[src/rtl/param_project_box.sv]
`default_nettype none
// ============================================================================
// Module   : param_project_box
// Purpose  : Two-stage pipelined per-lane box projection (clip to [-B, +B])
//            of fixed-point vectors with a sideband tag and a runtime bound.
//            Optional clip counter enabled by macro PROJECT_BOX_CLIP_COUNT_EN.
// Revision : 1.0 - initial release
// ============================================================================
module param_project_box #(
  parameter int TAG_WIDTH          = 32,
  parameter int LANES              = 4,
  parameter int DATA_WIDTH         = 8,
  parameter int IN_FRACTION_WIDTH  = 6,
  parameter int OUT_FRACTION_WIDTH = 7
) (
  input  logic                        clk,
  input  logic                        reset,
  input  logic                        valid_in,
  output logic                        ready_out,
  input  logic [TAG_WIDTH-1:0]        tag_in,
  input  logic [DATA_WIDTH*LANES-1:0] data_in,
  input  logic                        cfg_load,
  input  logic [DATA_WIDTH-1:0]       cfg_bound,
  output logic                        cfg_ack,
  output logic                        valid_out,
  input  logic                        ready_in,
  output logic [TAG_WIDTH-1:0]        tag_out,
  output logic [DATA_WIDTH*LANES-1:0] data_out,
  output logic                        busy
`ifdef PROJECT_BOX_CLIP_COUNT_EN
  ,
  output logic [$clog2(LANES+1)-1:0]  clip_count
`endif
);

  localparam int c_SHIFT = OUT_FRACTION_WIDTH - IN_FRACTION_WIDTH;
  localparam int c_EXT_W = DATA_WIDTH + c_SHIFT + 1;
  localparam int c_CNT_W = $clog2(LANES + 1);
  localparam logic [DATA_WIDTH-1:0] c_BOUND_RST =
    {{(DATA_WIDTH-1){1'b0}}, 1'b1} << (OUT_FRACTION_WIDTH - 1);

  logic                        r_s1_valid;
  logic [TAG_WIDTH-1:0]        r_s1_tag;
  logic [DATA_WIDTH*LANES-1:0] r_s1_data;
  logic                        r_s2_valid;
  logic [TAG_WIDTH-1:0]        r_s2_tag;
  logic [DATA_WIDTH*LANES-1:0] r_s2_data;
  logic [DATA_WIDTH-1:0]       r_bound;
  logic                        r_cfg_ack;

  logic                        w_stall;
  logic                        w_busy;
  logic                        w_cfg_take;
  logic signed [c_EXT_W-1:0]   w_bound_ext;
  logic signed [c_EXT_W-1:0]   w_nbound_ext;
  logic [DATA_WIDTH*LANES-1:0] w_lane_res;

  assign w_stall    = r_s2_valid & ~ready_in;
  assign w_busy     = r_s1_valid | r_s2_valid;
  // Bound may only change with the pipeline drained, so no vector ever sees two bounds.
  assign w_cfg_take = cfg_load & ~w_busy & ~valid_in;

  assign w_bound_ext  = {{(c_EXT_W-DATA_WIDTH){r_bound[DATA_WIDTH-1]}}, r_bound};
  assign w_nbound_ext = -w_bound_ext;

`ifdef PROJECT_BOX_CLIP_COUNT_EN
  logic [LANES-1:0]   w_clip_flags;
  logic [c_CNT_W-1:0] w_clip_cnt;
  logic [c_CNT_W-1:0] r_clip_count;
`endif

  generate
    for (genvar k = 0; k < LANES; k++) begin : g_lane
      logic [DATA_WIDTH-1:0]     w_elem;
      logic signed [c_EXT_W-1:0] w_x;
      logic                      w_hi;
      logic                      w_lo;
      logic [DATA_WIDTH-1:0]     w_res;

      assign w_elem = r_s1_data[k*DATA_WIDTH +: DATA_WIDTH];
      assign w_x    = {{(c_EXT_W-DATA_WIDTH){w_elem[DATA_WIDTH-1]}}, w_elem} << c_SHIFT;
      assign w_hi   = (w_x >= w_bound_ext);
      assign w_lo   = (w_x <= w_nbound_ext);

      // Unclipped values satisfy |x| < B, so truncation to DATA_WIDTH is exact.
      always_comb begin
        w_res = w_x[DATA_WIDTH-1:0];
        if (w_hi) begin
          w_res = r_bound;
        end else if (w_lo) begin
          w_res = w_nbound_ext[DATA_WIDTH-1:0];
        end
      end

      assign w_lane_res[k*DATA_WIDTH +: DATA_WIDTH] = w_res;
`ifdef PROJECT_BOX_CLIP_COUNT_EN
      assign w_clip_flags[k] = w_hi | w_lo;
`endif
    end
  endgenerate

`ifdef PROJECT_BOX_CLIP_COUNT_EN
  always_comb begin
    w_clip_cnt = '0;
    for (int i = 0; i < LANES; i++) begin
      w_clip_cnt = w_clip_cnt + c_CNT_W'(w_clip_flags[i]);
    end
  end

  always_ff @(posedge clk or posedge reset) begin
    if (reset) begin
      r_clip_count <= '0;
    end else if (!w_stall && r_s1_valid) begin
      r_clip_count <= w_clip_cnt;
    end
  end

  assign clip_count = r_clip_count;
`endif

  always_ff @(posedge clk or posedge reset) begin
    if (reset) begin
      r_s1_valid <= 1'b0;
      r_s1_tag   <= '0;
      r_s1_data  <= '0;
      r_s2_valid <= 1'b0;
      r_s2_tag   <= '0;
      r_s2_data  <= '0;
      r_bound    <= c_BOUND_RST;
      r_cfg_ack  <= 1'b0;
    end else begin
      r_cfg_ack <= w_cfg_take;
      if (w_cfg_take) begin
        r_bound <= cfg_bound;
      end
      if (!w_stall) begin
        r_s1_valid <= valid_in;
        if (valid_in) begin
          r_s1_tag  <= tag_in;
          r_s1_data <= data_in;
        end
        r_s2_valid <= r_s1_valid;
        if (r_s1_valid) begin
          r_s2_tag  <= r_s1_tag;
          r_s2_data <= w_lane_res;
        end
      end
    end
  end

  assign ready_out = ~w_stall;
  assign busy      = w_busy;
  assign cfg_ack   = r_cfg_ack;
  assign valid_out = r_s2_valid;
  assign tag_out   = r_s2_tag;
  assign data_out  = r_s2_data;

endmodule
`default_nettype wire

[config.mk]
export PLATFORM = sky130hd
export DESIGN_NAME = param_project_box
export DESIGN_NICKNAME = d
export VERILOG_FILES = /design/src/rtl/param_project_box.sv
export SDC_FILE = /design/constraint.sdc
export NUM_CORES = 1
export LEC_CHECK = 0
export BUFFER_PORTS_ARGS = -buffer_cell sky130_fd_sc_hd__buf_2
export CORE_MARGIN = 3
export CORE_UTILIZATION = 52
export CTS_CLUSTER_DIAMETER = 100
export DETAILED_ROUTE_END_ITERATION = 6
export PLACE_DENSITY = 0.85
export SLEW_MARGIN = 20
export SYNTH_ARGS = -nofsm -noshare
export SYNTH_HDL_FRONTEND = slang
export SYNTH_SLANG_ARGS = --single-unit
[constraint.sdc]
create_clock -name clk -period 8.4 [get_ports clk]
set_input_delay 1.68 -clock clk [delete_from_list [all_inputs] [get_ports clk]]
set_output_delay 1.68 -clock clk [all_outputs]
set_load 0.01 [all_outputs]
==> results.md <==
- RSZ-0062 raised after global routing: no
- Minimum clock period: 4.616 ns
- Final hold slack: 0.4595 ns
- Net Sw Power: roughly 1400 uW
- HP Class: reg2reg
- Vias per Instance: 5.953
- First-pass iteration count of the detailed router: 6
- Syn Inst Count: 729
- Switching part of the total: 0.4182
- CP delay by family, top: adder cells
- Violation count after the first detailed-route iteration: between 500 and 600
- NumNets Final: a little under 1000
- Largest net degree at the start of global routing: 76
- H-tree lvl count: 4
- Clock Sinks: 139
- Post-synthesis register bit count: about 140
- Aggregate global-route resource usage: 0.2720
- Flop pwr share: 0.321
- Leak pwr: ~0.0044 uW
- Resized Gates After CTS: 0
- Post-Syn Area: approximately 7600 um2
- Die Wd: 126.6 um
- Initial Util: 0.5385
- Post-DR wirelength/cell: just over 20 um
- Area leader, netlist: dfrtp_1
- CTS tree: yes
- Io pins: about 150
- Yosys Warn Count: 0
- Antenna Nets Post-Route: 0
- Synth top cells by count: nand2_1, dfrtp_1, mux2_2
- # hold bufs at CTS: 0
- Most frequent cell after synthesis: nand2_1
- CP most frequent cell: ha_1
- Area growth syn-to-layout: 18.88%
- HPWL Detailed: between 15 and 20 mm
- Clock slew at reported path FFs: 0.06 ns
- Vias in the first global route: roughly 6300
- Die area: between 15000 and 20000 um2
- Maximum clock insertion buffer count: 2
- Final setup fails: 0
- First-pass GRT wire length: 34.00 mm
- IO Port Bufs: 144
- Netlist cell types: 67
- Clock buffer count from CTS: 17
- Setup Skew: roughly 0.0065 ns
- Clk_lat worst skew: 0.42 ns
- Logic pwr share: 0.450
- Area fraction of the dominant cell type after synthesis: 0.4567
- Post-route DRC: 0
- Highest routed metal layer: met4
- Slowest CP cell: xor2_1
- Fin crit share: 0.5496
- Root buf cell: clkbuf_16
- Clock share of power: 0.229
- Fin. Hold Viols: 0
- Pins Over Slew Limit: 0
- Mapped Nets: ~860
- Post-Route WL: about 22 mm
- Vias after detailed routing: between 6000 and 7000
- Layout cells sized above 1: 0.3058
- Inst Count DP: 1021
- Status: finished, final reports clean
- Initial antenna violation count: 0
- Top FF cell, synth: dfrtp_1
- Post-CTS Setup Bufs: 0
- Async set-reset flop share out of synthesis: 1.000
- Cells along the critical path: clkinv_1 -> ha_1 -> xor2_1 -> ha_1 -> nand3_1 -> o31ai_1 -> maj3_1 -> a21oi_1 -> o22ai_1 -> o211ai_2 -> nand2b_1 -> mux2i_1 -> o221ai_1
- Top area cells in the synthesized netlist: dfrtp_1, mux2_2, ha_1
- Core Area: 14040 um2
- Ant diodes: 0
- CP Buf/Inv Count: 1
- Final core area utilization: 0.6402
- Mean Syn Cell Area: roughly 10 um2
- Register area share after synthesis: 0.4601
- Max stage delay on crit path: approximately 0.67 ns
- Pwr Total: roughly 3300 uW
- Die Ht: 126.6 um
- Max cap viols: 0
- Met3 WL: roughly 2.2 mm
- Non-Filler Instances: ~1100
- F_max: roughly 220 MHz
- CP Max Fanout: 11
- Number of cell rows: 43
- Worst-Margin Slew: ~0.94 ns
- Critical Path End Type: register
- WS Path Type: reg2reg
- DRT met1 WL: about 8.7 mm
- Worst vdd ir: 0.1961 mV
- GRT overflow: 0
- Rel. slew slack: 0.3707
- EDFF count, synth: 0
- Pint: ~1900 uW
- Fin Setup TNS: 0 ns
- Worst Path Arrival: 4.88 ns
- Startpoint types: register
- Met2 routed WL: just under 10 mm
- Worst EP required: roughly 8.7 ns
- GP Congestion: just over 1
- PwrDens: 366.0 nW/um2
per-stage QoR:
| stage | area [um2] | setup slack (ns) |
|---|---|---|
| after floorplan | 7562 | 2.997 |
| after global placement | 8394 | 4.115 |
| after detailed placement | 8394 | 4.013 |
| after CTS | 8984 | 3.969 |
| after global routing | 8990 | 3.637 |
| final | 8990 | 3.784 |
metal layers:
metal,up-vias,track usage
li1,2856,-
met1,2983,0.3647
met2,353,0.4194
met3,76,0.07705
met4,0,0.1085
met5,-,0
cell usage in the layout (no fill, tap or decap), types with 4 or more instances in the layout:
cell,netlist,final
clkbuf_16,0,17
o21a_1,6,6
nor3_1,5,5
o22ai_1,5,5
o21ai_0,28,28
mux2i_1,26,26
a21boi_0,5,5
xnor2_1,11,11
a21o_1,6,6
a21oi_1,25,25
nand2_1,156,154
mux2_2,65,65
a211oi_1,4,4
nand3_1,8,8
a31oi_1,7,7
inv_1,19,18
dfrtp_1,138,138
nor2b_1,7,7
o211ai_1,8,8
o221ai_1,14,14
clkinv_4,0,4
inv_6,0,6
buf_4,5,5
nor2_1,21,21
buf_2,2,144
nand2b_1,6,6
ha_1,49,49
o21bai_1,5,5
area by class of cell:
class,instances,area [um2]
Clock inverter,14,160.2
Inverter,21,83.83
Tap cell,180,225.2
Timing Repair Buffer,149,758.2
Sequential cell,139,3480
Clock buffer,18,429.2
Fill cell,1110,5052
Multi-Input combinational cell,532,3854
worst min-delay path, delay by kind of cell, from the launching register on:
family / cells / cell delay (ns)
flip-flops: 1 / 0.34
AND/OR/NAND/NOR: 2 / 0.09
state kept, by name (all words and copies together) (netlist names):
name        flops
data_out       32
r_bound         8
r_s1_valid      1
cfg_ack         1
tag_out        32
valid_out       1
r_s1_data      32
r_s1_tag       32
cell families after synthesis:
kind of cell,count (synthesis),synth area share
mux,91,0.1312
flops,139,0.4601
xor+xnor,19,0.02945
fa+ha+maj,50,0.08240
compound gates,138,0.1241
simple gates,234,0.1401
buf+inv,58,0.03260
power groups by stage:
| stage | sequential (uW) | combinational (uW) | clock, uW |
|---|---|---|---|
| 6_report | 1060 | 1480 | 752 |
| 5_1_grt | 1080 | 1620 | 795 |
| 4_1_cts | 1050 | 1450 | 763 |
| 3_5_place_dp | 1060 | 1440 | 0 |
| 3_3_place_gp | 1050 | 1420 | 0 |
| 2_1_floorplan | 1040 | 981 | 0 |
worst paths after layout:
kind                         startpoint      endpoint  slack (ns)  cells after the start
setup / recovery             r_bound[0]  data_out[10]        3.78                     13
hold / removal             r_s1_tag[25]   tag_out[25]        0.46                      2
setup reg to reg             r_bound[0]  data_out[10]        3.78                     13
hold reg to reg            r_s1_tag[25]   tag_out[25]        0.46                      2
max in group asynchronous         reset  data_out[18]        5.75                      3
min in group asynchronous         reset     valid_out        1.32                      2
Note: power is estimated with default switching activity, not from simulation.
